$ cat config.mk
export PLATFORM = sky130hd
export DESIGN_NAME = ray_scan_sequencer
export DESIGN_NICKNAME = d
export VERILOG_FILES = /design/src/rtl/ray_scan_sequencer.sv
export SDC_FILE = /design/constraint.sdc
export NUM_CORES = 1
export LEC_CHECK = 0
export CAP_MARGIN = 0
export CORE_MARGIN = 2
export CORE_UTILIZATION = 40
export CTS_BUF_LIST = sky130_fd_sc_hd__clkbuf_8
export CTS_CLUSTER_SIZE = 28
export DETAILED_ROUTE_END_ITERATION = 10
export PLACE_DENSITY = 0.7
export SETUP_SLACK_MARGIN = 0.02
export SYNTH_ARGS = -nofsm -noshare
export SYNTH_HDL_FRONTEND = slang
export SYNTH_SLANG_ARGS = --single-unit
$ cat constraint.sdc
create_clock -name clk -period 3 [get_ports clk]
set_input_delay 0.6 -clock clk [delete_from_list [all_inputs] [get_ports clk]]
set_output_delay 0.6 -clock clk [all_outputs]
set_load 0.05 [all_outputs]
$ cat src/rtl/ray_scan_sequencer.sv
// Per-column ray sequencer: walks every wall through the external intersection unit and
// emits the nearest hit per column. Optional far-clip filter enabled by RAY_SCAN_FAR_CLIP_EN.
module ray_scan_sequencer #(
    parameter int          NUM_COLS = 160,
    parameter int          WALL_AW  = 6,
    parameter logic [15:0] FAR_CLIP = 16'h4000,
    localparam int         CW       = (NUM_COLS > 1) ? $clog2(NUM_COLS) : 1
) (
    input  logic               clk,
    input  logic               rst_n,
    input  logic               start_i,
    input  logic [15:0]        player_x_i,
    input  logic [15:0]        player_y_i,
    input  logic [WALL_AW:0]   wall_count_i,
    output logic [CW-1:0]      ray_addr_o,
    input  logic [15:0]        ray_dx_i,
    input  logic [15:0]        ray_dy_i,
    output logic [WALL_AW-1:0] wall_addr_o,
    input  logic [15:0]        wall_x3_i,
    input  logic [15:0]        wall_y3_i,
    input  logic [15:0]        wall_x4_i,
    input  logic [15:0]        wall_y4_i,
    output logic [15:0]        rc_x1_o,
    output logic [15:0]        rc_y1_o,
    output logic [15:0]        rc_x2_o,
    output logic [15:0]        rc_y2_o,
    output logic [15:0]        rc_x3_o,
    output logic [15:0]        rc_y3_o,
    output logic [15:0]        rc_x4_o,
    output logic [15:0]        rc_y4_o,
    input  logic               rc_hit_i,
    input  logic [15:0]        rc_dist_i,
    input  logic [15:0]        rc_uv_i,
    output logic               col_valid_o,
    input  logic               col_ready_i,
    output logic [CW-1:0]      col_index_o,
    output logic               col_hit_o,
    output logic [15:0]        col_dist_o,
    output logic [15:0]        col_uv_o,
    output logic [WALL_AW-1:0] col_wall_o,
    output logic               busy_o,
    output logic               frame_done_o
);

    typedef enum logic [2:0] {
        S_IDLE    = 3'd0,
        S_RAY_RD  = 3'd1,
        S_RAY_LD  = 3'd2,
        S_WALL_RD = 3'd3,
        S_WALL_LD = 3'd4,
        S_CMP     = 3'd5,
        S_EMIT    = 3'd6
    } state_e;

    localparam logic [WALL_AW:0] MAX_WALLS = {1'b1, {WALL_AW{1'b0}}};
    localparam logic [CW-1:0]    LAST_COL  = CW'(NUM_COLS - 1);

    state_e               state_q, state_d;
    logic [CW-1:0]        col_q, col_d;
    logic [WALL_AW-1:0]   w_q, w_d;
    logic [WALL_AW:0]     cnt_q, cnt_d;
    logic [15:0]          px_q, px_d, py_q, py_d;
    logic [15:0]          rc_x1_q, rc_x1_d, rc_y1_q, rc_y1_d, rc_x2_q, rc_x2_d, rc_y2_q, rc_y2_d;
    logic [15:0]          rc_x3_q, rc_x3_d, rc_y3_q, rc_y3_d, rc_x4_q, rc_x4_d, rc_y4_q, rc_y4_d;
    logic                 best_hit_q, best_hit_d;
    logic [15:0]          best_dist_q, best_dist_d, best_uv_q, best_uv_d;
    logic [WALL_AW-1:0]   best_wall_q, best_wall_d;
    logic                 col_valid_q, col_valid_d;
    logic                 busy_q, busy_d;
    logic                 frame_done_q, frame_done_d;
    logic                 cand_s;
    logic                 last_wall_s;

`ifdef RAY_SCAN_FAR_CLIP_EN
    assign cand_s = rc_hit_i && (rc_dist_i < FAR_CLIP);
`else
    logic far_clip_unused_s;
    assign far_clip_unused_s = ^FAR_CLIP;
    assign cand_s = rc_hit_i;
`endif

    assign last_wall_s = ({1'b0, w_q} == (cnt_q - {{WALL_AW{1'b0}}, 1'b1}));

    // Next-state and datapath update for the scan FSM
    always_comb begin
        state_d      = state_q;
        col_d        = col_q;
        w_d          = w_q;
        cnt_d        = cnt_q;
        px_d         = px_q;
        py_d         = py_q;
        rc_x1_d      = rc_x1_q;
        rc_y1_d      = rc_y1_q;
        rc_x2_d      = rc_x2_q;
        rc_y2_d      = rc_y2_q;
        rc_x3_d      = rc_x3_q;
        rc_y3_d      = rc_y3_q;
        rc_x4_d      = rc_x4_q;
        rc_y4_d      = rc_y4_q;
        best_hit_d   = best_hit_q;
        best_dist_d  = best_dist_q;
        best_uv_d    = best_uv_q;
        best_wall_d  = best_wall_q;
        busy_d       = busy_q;
        col_valid_d  = 1'b0;
        frame_done_d = 1'b0;
        case (state_q)
            S_IDLE: begin
                if (start_i) begin
                    px_d    = player_x_i;
                    py_d    = player_y_i;
                    cnt_d   = (wall_count_i > MAX_WALLS) ? MAX_WALLS : wall_count_i;
                    col_d   = {CW{1'b0}};
                    busy_d  = 1'b1;
                    state_d = S_RAY_RD;
                end else begin
                    state_d = S_IDLE;
                end
            end
            S_RAY_RD: state_d = S_RAY_LD;
            S_RAY_LD: begin
                rc_x1_d     = px_q;
                rc_y1_d     = py_q;
                rc_x2_d     = px_q + ray_dx_i;
                rc_y2_d     = py_q + ray_dy_i;
                best_hit_d  = 1'b0;
                best_dist_d = 16'h0000;
                best_uv_d   = 16'h0000;
                best_wall_d = {WALL_AW{1'b0}};
                w_d         = {WALL_AW{1'b0}};
                if (cnt_q == {(WALL_AW + 1){1'b0}}) begin
                    col_valid_d = 1'b1;
                    state_d     = S_EMIT;
                end else begin
                    state_d     = S_WALL_RD;
                end
            end
            S_WALL_RD: state_d = S_WALL_LD;
            S_WALL_LD: begin
                rc_x3_d = wall_x3_i;
                rc_y3_d = wall_y3_i;
                rc_x4_d = wall_x4_i;
                rc_y4_d = wall_y4_i;
                state_d = S_CMP;
            end
            S_CMP: begin
                // Strict less-than: walls arrive in ascending order, so ties keep the earlier one
                if (cand_s && (!best_hit_q || (rc_dist_i < best_dist_q))) begin
                    best_hit_d  = 1'b1;
                    best_dist_d = rc_dist_i;
                    best_uv_d   = rc_uv_i;
                    best_wall_d = w_q;
                end else begin
                    best_hit_d  = best_hit_q;
                end
                if (last_wall_s) begin
                    col_valid_d = 1'b1;
                    state_d     = S_EMIT;
                end else begin
                    w_d         = w_q + {{(WALL_AW - 1){1'b0}}, 1'b1};
                    state_d     = S_WALL_RD;
                end
            end
            S_EMIT: begin
                if (col_ready_i) begin
                    if (col_q == LAST_COL) begin
                        frame_done_d = 1'b1;
                        busy_d       = 1'b0;
                        state_d      = S_IDLE;
                    end else begin
                        col_d        = col_q + {{(CW - 1){1'b0}}, 1'b1};
                        state_d      = S_RAY_RD;
                    end
                end else begin
                    col_valid_d = 1'b1;
                end
            end
            default: begin
                busy_d  = 1'b0;
                state_d = S_IDLE;
            end
        endcase
    end

    // State and datapath registers; async reset abandons any frame in flight
    always_ff @(posedge clk or negedge rst_n) begin
        if (!rst_n) begin
            state_q      <= S_IDLE;
            col_q        <= {CW{1'b0}};
            w_q          <= {WALL_AW{1'b0}};
            cnt_q        <= {(WALL_AW + 1){1'b0}};
            px_q         <= 16'h0000;
            py_q         <= 16'h0000;
            rc_x1_q      <= 16'h0000;
            rc_y1_q      <= 16'h0000;
            rc_x2_q      <= 16'h0000;
            rc_y2_q      <= 16'h0000;
            rc_x3_q      <= 16'h0000;
            rc_y3_q      <= 16'h0000;
            rc_x4_q      <= 16'h0000;
            rc_y4_q      <= 16'h0000;
            best_hit_q   <= 1'b0;
            best_dist_q  <= 16'h0000;
            best_uv_q    <= 16'h0000;
            best_wall_q  <= {WALL_AW{1'b0}};
            col_valid_q  <= 1'b0;
            busy_q       <= 1'b0;
            frame_done_q <= 1'b0;
        end else begin
            state_q      <= state_d;
            col_q        <= col_d;
            w_q          <= w_d;
            cnt_q        <= cnt_d;
            px_q         <= px_d;
            py_q         <= py_d;
            rc_x1_q      <= rc_x1_d;
            rc_y1_q      <= rc_y1_d;
            rc_x2_q      <= rc_x2_d;
            rc_y2_q      <= rc_y2_d;
            rc_x3_q      <= rc_x3_d;
            rc_y3_q      <= rc_y3_d;
            rc_x4_q      <= rc_x4_d;
            rc_y4_q      <= rc_y4_d;
            best_hit_q   <= best_hit_d;
            best_dist_q  <= best_dist_d;
            best_uv_q    <= best_uv_d;
            best_wall_q  <= best_wall_d;
            col_valid_q  <= col_valid_d;
            busy_q       <= busy_d;
            frame_done_q <= frame_done_d;
        end
    end

    assign ray_addr_o   = col_q;
    assign wall_addr_o  = w_q;
    assign rc_x1_o      = rc_x1_q;
    assign rc_y1_o      = rc_y1_q;
    assign rc_x2_o      = rc_x2_q;
    assign rc_y2_o      = rc_y2_q;
    assign rc_x3_o      = rc_x3_q;
    assign rc_y3_o      = rc_y3_q;
    assign rc_x4_o      = rc_x4_q;
    assign rc_y4_o      = rc_y4_q;
    assign col_valid_o  = col_valid_q;
    assign col_index_o  = col_q;
    assign col_hit_o    = best_hit_q;
    assign col_dist_o   = best_dist_q;
    assign col_uv_o     = best_uv_q;
    assign col_wall_o   = best_wall_q;
    assign busy_o       = busy_q;
    assign frame_done_o = frame_done_q;

endmodule

==> flow_summary.ini, run 1 <==
[synth]
avgSynthCellArea_sq_um = 10.7
async_reset_ff_frac = 1.00
netlist_area_sq_um = 10700
yosys_warnings = 0
ys_ff_latch = 226
netlist_instances = 1003
synth_edf_count = 0
ys.flop_type = dfrtp_1
synth_nets = 1225
yosysUniqueCellTypes = 57
synth_seq_area_share = 0.527

[floorplan]
dieArea_sq_um = 28200
row_count = 59
start_util = 0.410
fp.dieW_microns = 168
dieHeight_microns = 168
core_sq_um = 26200
io-pin-count = 364

[clock_tree]
root_buffer = clkbuf_8
tritoncts = built
ctsLongestPathBuffers = 3
insertion_delay_ps = 530
cts_made_buffers = 40
path_clk_slew_ps = 60
cts.sinks = 226
post_cts_resized = 0
ctsHtreeMaxLevel = 2

[global_routing]
grt_pass1_wl_mm = 48.7
grt_start_max_net_pins = 88
grt_usage = 0.216
met1_usage = 0.262
antenna_found_initial = 3
grt_pass1_vias = 8889
grt_use_met2 = 0.359
use_met3 = 0.0809
busiest_layer = met2
grt-ovfl-total = 0

[setup_path]
worstPathRequired_ps = 3390
arrival_ps = 3110
start_kind = primary input
critPathMaxStageDelay_ps = 490
path_class = in -> reg
critPathCaptureType = flip-flop
slowest_stage = or4b_4
path_common_cell = a21o_1
crit_chain = clkdlybuf4s50_1 -> ha_1 -> a21o_1 -> a21o_1 -> a21o_1 -> or4b_4 -> a21oi_4 -> or2_4 -> buf_12 -> o21ai_0
cp_top_family = compound AO/OA/AOI/OAI gates
cp.buffers_inverters = 2
path_max_fanout = 21

[layout]
final_cell_mix = clkdlybuf4s50_1 (362), dfrtp_1 (226), nand2_1 (182)
final_nets = 1605
nFillCells = 2198
register_area_sq_um = 5660
layout-drive-gt1-share = 0.143
final_common_cell = clkdlybuf4s50_1
area_growth_pct = 45.9
multi_input_area_sq_um = 4670

[power]
p_int_mw = 10.2
leakage_nw = 6.93
clkPwrFrac = 0.151
combPwrFrac = 0.573
peakVddDrop_uv = 747
p_seq_frac = 0.277
p_sw_mw = 9.09
powerDensity_nw_per_um2 = 1230
switching_share = 0.471

[timing]
fin_crit_sh = 0.907
fin_ws_ps = 280
maxSlewHeadroom = 0.354
drv_slew = 0
rsz0062_at_grt = no
skew_ps = 16.7
fmax_mhz = 368
max_slew.worst_pin.slew_ps = 969
finalSetupTns_ps = 0
fin_crit_ps = 2720
hold_violations = 0
finalSetupViolCount = 0

[route]
avgRoutedWirePerCell_microns = 17.8
vias_per_cell = 5.11
drtIter0Drc = 684
vias = 8924
drtPass1Iterations = 5
drc = 0
postRouteAntennaNets = 0
wl_mm = 31.0

[placed_design]
place_congestion = 0.870
portBuffers = 363
dp_slack_ps = -237
hpwl_mm = 22.6

[flow_run]
maxCapViolCount = 0

[outcome]
outcome = finished clean

[worst_hold_path]
hp-class = reg -> reg
-- Yosys cell counts, types with 5 or more instances --
cell	count	share of area
o211ai_1	8	0.0056
nor3_1	5	0.0023
nand2b_1	7	0.0041
a31oi_1	7	0.0041
and3_1	7	0.0041
nand4_1	5	0.0029
a21o_1	17	0.012
clkbuf_1	40	0.014
nand3b_1	9	0.0063
inv_1	34	0.012
nand2_1	182	0.064
a21oi_1	29	0.014
mux2_2	97	0.10
mux2i_1	8	0.0075
dfrtp_1	226	0.53
nand3_1	11	0.0051
buf_4	9	0.0063
xor2_1	25	0.020
o31ai_1	16	0.011
nor2_1	26	0.0091
o21ai_0	112	0.052
xnor2_1	13	0.011
ha_1	48	0.056
-- cell families (layout without fill, tap and decap cells) --
logic type      Yosys count  after routing  synth area share
compound gates          219            219             0.123
xor+xnor                 38             38            0.0310
fa+ha+maj                50             50            0.0597
buf+inv                  93            500            0.0394
flops                   226            226             0.527
mux                     105            105             0.109
other cells               0              1                 0
simple gates            272            272             0.111
-- worst reg2reg max path: stages, from the launching register on --
cell     delay [ps]
dfrtp_1         370
inv_1            60
ha_1            290
a21o_1          190
a21o_1          180
a21o_1          190
or4b_4          490
a21oi_4         170
or2_4           220
buf_12          160
o21ai_0         110
-- power by group through the flow --
stage | clock [mW] | sequential, mW | combinational (mW)
global route | 3.12 | 5.52 | 11.8
detailed placement | 0 | 5.38 | 11.1
CTS | 3.00 | 5.35 | 11.1
floorplan | 0 | 8.97 | 3.72
global placement | 0 | 5.32 | 10.9
finish | 2.90 | 5.34 | 11.1
-- worst paths after layout --
path	to	slack [ps]	depth (start not counted)	startpoint
worst max-delay path	col_uv_o[10]	280	10	rc_dist_i[13]
worst min-delay path	rc_x2_o[3]	470	2	rc_x2_o[3]
worst max register to register	col_uv_o[10]	430	10	col_dist_o[13]
worst min register to register	rc_x2_o[3]	470	2	rc_x2_o[3]
max in group asynchronous	rc_x2_o[8]	1660	3	rst_n
min in group asynchronous	rc_y1_o[5]	580	2	rst_n
-- registers in the layout (all words and copies together) (netlist names), 6 cells and up --
name	flops
rc_y3_o	16
col_index_o	8
rc_x4_o	16
wall_addr_o	6
rc_y1_o	16
px_q	16
rc_y4_o	16
rc_x1_o	16
col_dist_o	16
col_wall_o	6
rc_x3_o	16
rc_x2_o	16
cnt_q	7
rc_y2_o	16
col_uv_o	16
py_q	16
-- routing by layer --
| metal | vias to the layer above | part of all wire |
|---|---|---|
| met3 | 56 | 0.096 |
| met5 | - | 0.00042 |
| met1 | 4281 | 0.40 |
| met2 | 342 | 0.48 |
| met4 | 2 | 0.025 |
| li1 | 4243 | - |
-- area by class of cell --
type,instances,share of cell area
clock buffer,52,0.0457
timing repair buffer,396,0.253
clock inverter,17,0.00647
inverter,35,0.00847
multi-input combinational,684,0.298
tap,335,0.0268
antenna,1,0.000160
sequential,226,0.361
-- what timing repair did --
action                                 4_1_cts  5_1_grt
hold buffers                                 1        0
setup endpoints to repair                    0        0
buffers inserted                             0        0
endpoints found under the hold margin       50        0
-- through the flow --
| step | instance area (sq um) | total power, mW | utilization | std cells | hold WS, ps |
|---|---|---|---|---|---|
| floorplan | 10700 | 12.7 | - | 1003 | 304 |
| detailed placement | 14800 | 16.5 | 0.566 | 1675 | 462 |
| finish | 15700 | 19.3 | 0.598 | 1746 | 473 |
| global route | 15700 | 20.5 | 0.598 | 1746 | 501 |
| CTS | 15700 | 19.5 | 0.598 | 1745 | 482 |
| global placement | 14800 | 16.3 | 0.566 | 1675 | 458 |
No activity file was read; power rests on OpenSTA's default activity.
==> run 2, diff against run 1 <==
--- a/config.mk
+++ b/config.mk
@@ -8,10 +8,10 @@
 export CAP_MARGIN = 0
 export CORE_MARGIN = 2
 export CORE_UTILIZATION = 40
-export CTS_BUF_LIST = sky130_fd_sc_hd__clkbuf_8
 export CTS_CLUSTER_SIZE = 28
 export DETAILED_ROUTE_END_ITERATION = 10
-export PLACE_DENSITY = 0.7
+export DONT_BUFFER_PORTS = 1
+export PLACE_DENSITY = 0.52
 export SETUP_SLACK_MARGIN = 0.02
 export SYNTH_ARGS = -nofsm -noshare
 export SYNTH_HDL_FRONTEND = slang
==> run 2 against run 1 <==
Net effect: the run now ends with hold timing left; global-route usage fell by 3.2 points; total power fell by 10%; wire length fell by 14%; largest cell class unchanged; largest power group is now sequential cells; highest routed layer unchanged.
==> flow_summary.ini, run 2 (same netlist as run 1, synthesis figures left out) <==
[outcome]
outcome = complete, but fails checks
violations = hold timing

[setup_path]
arrival_ps = 3020
slowest_stage = a2111oi_0
r2r-start = cnt_q[2]
r2r-end = wall_addr_o[0]
critPathCaptureType = flip-flop
worstPathRequired_ps = 3440
path_class = reg -> reg
critPathMaxStageDelay_ps = 650
path_max_fanout = 7
rrSetupSlack_ps = 410
start_kind = flip-flop
reg2reg_depth = 7
path_common_cell = nand2_1
crit_chain = nor3_1 -> and3b_1 -> o21bai_1 -> a2111oi_0 -> nand2_1 -> nand2_1 -> mux2i_1

[power]
leakage_nw = 5.58
powerDensity_nw_per_um2 = 1420
peakVddDrop_uv = 667

[route]
vias = 7287
avgRoutedWirePerCell_microns = 19.5
postRouteAntennaNets = 0
drc = 0
wl_mm = 26.7
drtPass1Iterations = 4
drtIter0Drc = 308
vias_per_cell = 5.32

[clock_tree]
tritoncts = built
path_clk_slew_ps = 60
cts.sinks = 226
root_buffer = clkbuf_16
ctsLongestPathBuffers = 3
post_cts_resized = 0
cts_made_buffers = 26
cts_setup_buffers = 0
ctsHtreeMaxLevel = 1
insertion_delay_ps = 540

[layout]
final_nets = 1236
final_common_cell = dfrtp_1
design_area_sq_um = 12200
nFillCells = 2459
area_growth_pct = 13.2
layout-drive-gt1-share = 0.189
register_area_sq_um = 5660
final_core_util = 0.464
final_cell_mix = dfrtp_1 (226), nand2_1 (182), o21ai_0 (112)
multi_input_area_sq_um = 4670

[timing]
maxSlewHeadroom = 0.286
worst_hold_slack_ps = -228
fmax_mhz = 387
fin_crit_sh = 0.862
finalSetupTns_ps = 0
rsz0062_at_grt = no
finalSetupViolCount = 0
skew_ps = 20.5
drv_slew = 0
max_slew.worst_pin.slew_ps = 1070
fin_crit_ps = 2590
hold_violations = 226

[floorplan]
fp.dieW_microns = 168
core_sq_um = 26200
io-pin-count = 364
dieHeight_microns = 168
row_count = 59
start_util = 0.410
dieArea_sq_um = 28200

[placed_design]
place_congestion = 0.779
placed_area_sq_um = 11200
hpwl_mm = 18.8
portBuffers = 0

[global_routing]
antenna_found_initial = 2
grt_pass1_vias = 7520
grt-ovfl-total = 0
grt_usage = 0.185
grt_start_max_net_pins = 227
grt_pass1_wl_mm = 42.0

[flow_run]
maxCapViolCount = 0

[worst_hold_path]
hp-class = in -> async
[run 2: metal layers]
metal	share of wire	GRT usage	routed length, microns	vias up
li1	-	-	-	3510
met4	0.022	0.0495	575	2
met5	0.00049	0	13	-
met3	0.11	0.0776	2850	41
met2	0.46	0.298	12300	262
met1	0.41	0.229	11000	3472
[run 2: stage by stage]
stage / hold slack [ps] / cells / power (mW) / worst slack (ps)
CTS: -261 / 1368 / 17.5 / 429
global placement: 309 / 1321 / 14.0 / 288
detailed placement: 309 / 1321 / 14.1 / 254
global route: -252 / 1368 / 18.4 / 48.3
finish: -228 / 1369 / 17.3 / 415
floorplan: 304 / 1003 / 12.7 / 199
[run 2: area by class of cell]
| type | count | share of cell area |
|---|---|---|
| Multi-Input combinational cell | 684 | 0.385 |
| Clock buffer | 35 | 0.0604 |
| Timing Repair Buffer | 41 | 0.0295 |
| Clock inverter | 12 | 0.0143 |
| Sequential cell | 226 | 0.465 |
| Inverter | 35 | 0.0109 |
| Antenna cell | 1 | 0.000206 |
| Tap cell | 335 | 0.0345 |
[run 2: worst max path at each step]
stage	slack, ps	end	start	depth (start not counted)
6_report	410	wall_addr_o[0]	cnt_q[2]	7
5_1_grt	50	wall_addr_o[0]	cnt_q[2]	7
4_1_cts	430	wall_addr_o[0]	cnt_q[2]	7
3_5_place_dp	250	col_uv_o[9]	rc_dist_i[13]	9
3_3_place_gp	290	col_uv_o[10]	rc_dist_i[13]	9
2_1_floorplan	200	col_dist_o[7]	col_dist_o[13]	11
[run 2: report_power, final]
group          total [mW]  switching [mW]  leakage [nW]  internal (mW)
registers            8.98            4.60          2.83           4.37
clock network        3.32            1.26         0.448           2.06
logic                4.97            2.74          2.31           2.23
total                17.3            8.61          5.58           8.66
[run 2: worst max-delay path, delay by kind of cell, from the launching register on]
family,cells,cell delay [ps]
AO/OA/AOI/OAI,2,710
multiplexers,1,210
flip-flops,1,430
AND/OR/NAND/NOR,4,1150
==> run 3, diff against run 2 <==
--- a/config.mk
+++ b/config.mk
@@ -6,12 +6,12 @@
 export NUM_CORES = 1
 export LEC_CHECK = 0
 export CAP_MARGIN = 0
-export CORE_MARGIN = 2
-export CORE_UTILIZATION = 40
+export CORE_AREA = 2 2 141 143
 export CTS_CLUSTER_SIZE = 28
 export DETAILED_ROUTE_END_ITERATION = 10
+export DIE_AREA = 0 0 143 145
 export DONT_BUFFER_PORTS = 1
-export PLACE_DENSITY = 0.52
+export PLACE_DENSITY = 0.69
 export SETUP_SLACK_MARGIN = 0.02
 export SYNTH_ARGS = -nofsm -noshare
 export SYNTH_HDL_FRONTEND = slang
==> constraint.sdc (replaced) <==
create_clock -name clk -period 3 [get_ports clk]
set_input_delay 0.45 -clock clk [delete_from_list [all_inputs] [get_ports clk]]
set_output_delay 0.45 -clock clk [all_outputs]
set_load 0.05 [all_outputs]
==> run 3 against run 2 <==
Net effect: register-to-register slack is essentially flat; highest routed layer unchanged; clock skew shrank 1.6 ps; design area shrank 1.8%; critical path depth grew 2; the flow still finishes with violations (hold timing); utilization grew 16 points; maximum frequency is essentially flat; hold slack lost 140 ps; via count grew 1.1%.
==> flow_summary.ini, run 3 (same netlist as run 1, synthesis figures left out) <==
[floorplan]
dieHeight_microns = 145
core_sq_um = 19200
io-pin-count = 364
row_count = 51
dieArea_sq_um = 20700
start_util = 0.559
fp.dieW_microns = 143

[timing]
fin_crit_sh = 0.862
fin_crit_ps = 2590
worst_hold_slack_ps = -368
drv_slew = 0
hold_violations = 226
skew_ps = 18.9
finalSetupTns_ps = 0
maxSlewHeadroom = 0.520
fmax_mhz = 387
max_slew.worst_pin.slew_ps = 720
finalSetupViolCount = 0
fin_ws_ps = 415
rsz0062_at_grt = no

[route]
drtPass1Iterations = 4
drt-met1-wl_mm = 9.82
vias_per_cell = 5.73
wl_met2_mm = 12.1
postRouteAntennaNets = 0
dr_wl_met3_mm = 2.62
drtIter0Drc = 427
drc = 0
avgRoutedWirePerCell_microns = 19.6
vias = 7370
wl_mm = 25.2
top_layer = met5

[clock_tree]
root_buffer = clkbuf_16
ctsLongestPathBuffers = 3
cts_made_buffers = 24
cts_setup_buffers = 0
insertion_delay_ps = 510
tritoncts = built
post_cts_resized = 0
cts.sinks = 226
path_clk_slew_ps = 60
ctsHtreeMaxLevel = 1

[setup_path]
cp.buffers_inverters = 1
rrSetupSlack_ps = 410
reg2reg_depth = 9
slowest_stage = or4b_4
path_max_fanout = 39
worstPathRequired_ps = 3350
arrival_ps = 2930
path_common_cell = a21o_1
start_kind = flip-flop
path_class = reg -> reg
cp_top_family = simple AND/OR/NAND/NOR gates
critPathCaptureType = flip-flop
r2r-start = col_dist_o[13]
critPathMaxStageDelay_ps = 490
r2r-end = col_uv_o[2]
crit_chain = inv_1 -> ha_1 -> a21o_1 -> a21o_1 -> a21o_1 -> or4b_4 -> a21oi_4 -> or2_4 -> o21ai_0

[flow_run]
maxCapViolCount = 0

[layout]
area_growth_pct = 11.1
final_nets = 1229
final_common_cell = dfrtp_1
antennaDiodeCount = 0
layout-drive-gt1-share = 0.180
final_cell_mix = dfrtp_1 (226), nand2_1 (182), o21ai_0 (112)
design_area_sq_um = 11900

[global_routing]
grt_pass1_vias = 7325
grt_usage = 0.238
antenna_found_initial = 1
grt_pass1_wl_mm = 39.9
grt_start_max_net_pins = 227
grt-ovfl-total = 0

[placed_design]
dp_slack_ps = 331
hpwl_mm = 17.6
place_congestion = 0.839
portBuffers = 0
placed_area_sq_um = 11100

[outcome]
violations = hold timing
outcome = complete, but fails checks

[worst_hold_path]
hp-class = in -> async
run 3: worst max path at each step:
| stage | start | to | slack, ps | cells after the start |
|---|---|---|---|---|
| 6_report | col_dist_o[13] | col_uv_o[2] | 410 | 9 |
| 3_5_place_dp | rc_dist_i[13] | col_uv_o[2] | 330 | 8 |
| 2_1_floorplan | col_dist_o[13] | col_dist_o[7] | 200 | 11 |
| 3_3_place_gp | rc_dist_i[13] | col_uv_o[15] | 390 | 8 |
| 5_1_grt | py_q[0] | rc_y2_o[14] | 180 | 10 |
| 4_1_cts | col_dist_o[13] | col_uv_o[2] | 390 | 9 |
run 3: layer usage:
layer	global-route usage	vias up
met5	0	-
met4	0.0619	2
met3	0.0917	42
met2	0.389	275
met1	0.295	3573
li1	-	3478
run 3: worst register-to-register path, cell delays in order, from the launching register on:
cell     delay, ps
dfrtp_1        370
inv_1           70
ha_1           240
a21o_1         180
a21o_1         160
a21o_1         180
or4b_4         490
a21oi_4        130
or2_4          420
o21ai_0        190
run 3: per-stage QoR:
step | hold slack, ps | utilization | instances
after floorplan | 154 | - | 1003
after global placement | 160 | 0.577 | 1246
after detailed placement | 158 | 0.577 | 1246
after CTS | -391 | 0.621 | 1286
after global routing | -397 | 0.621 | 1286
final | -368 | 0.621 | 1286
run 3: final cells by class:
type	count	area, sq um
inverters	35	133
clock buffers	34	719
multi-input cells	684	4670
well taps	265	332
repair buffers	36	283
fillers	1540	7280
clock inverters	6	130
flip-flops and latches	226	5660
Power of run 3 is not shown: default switching activity piles up to over one toggle a cycle in this logic, so the estimate is an artifact.
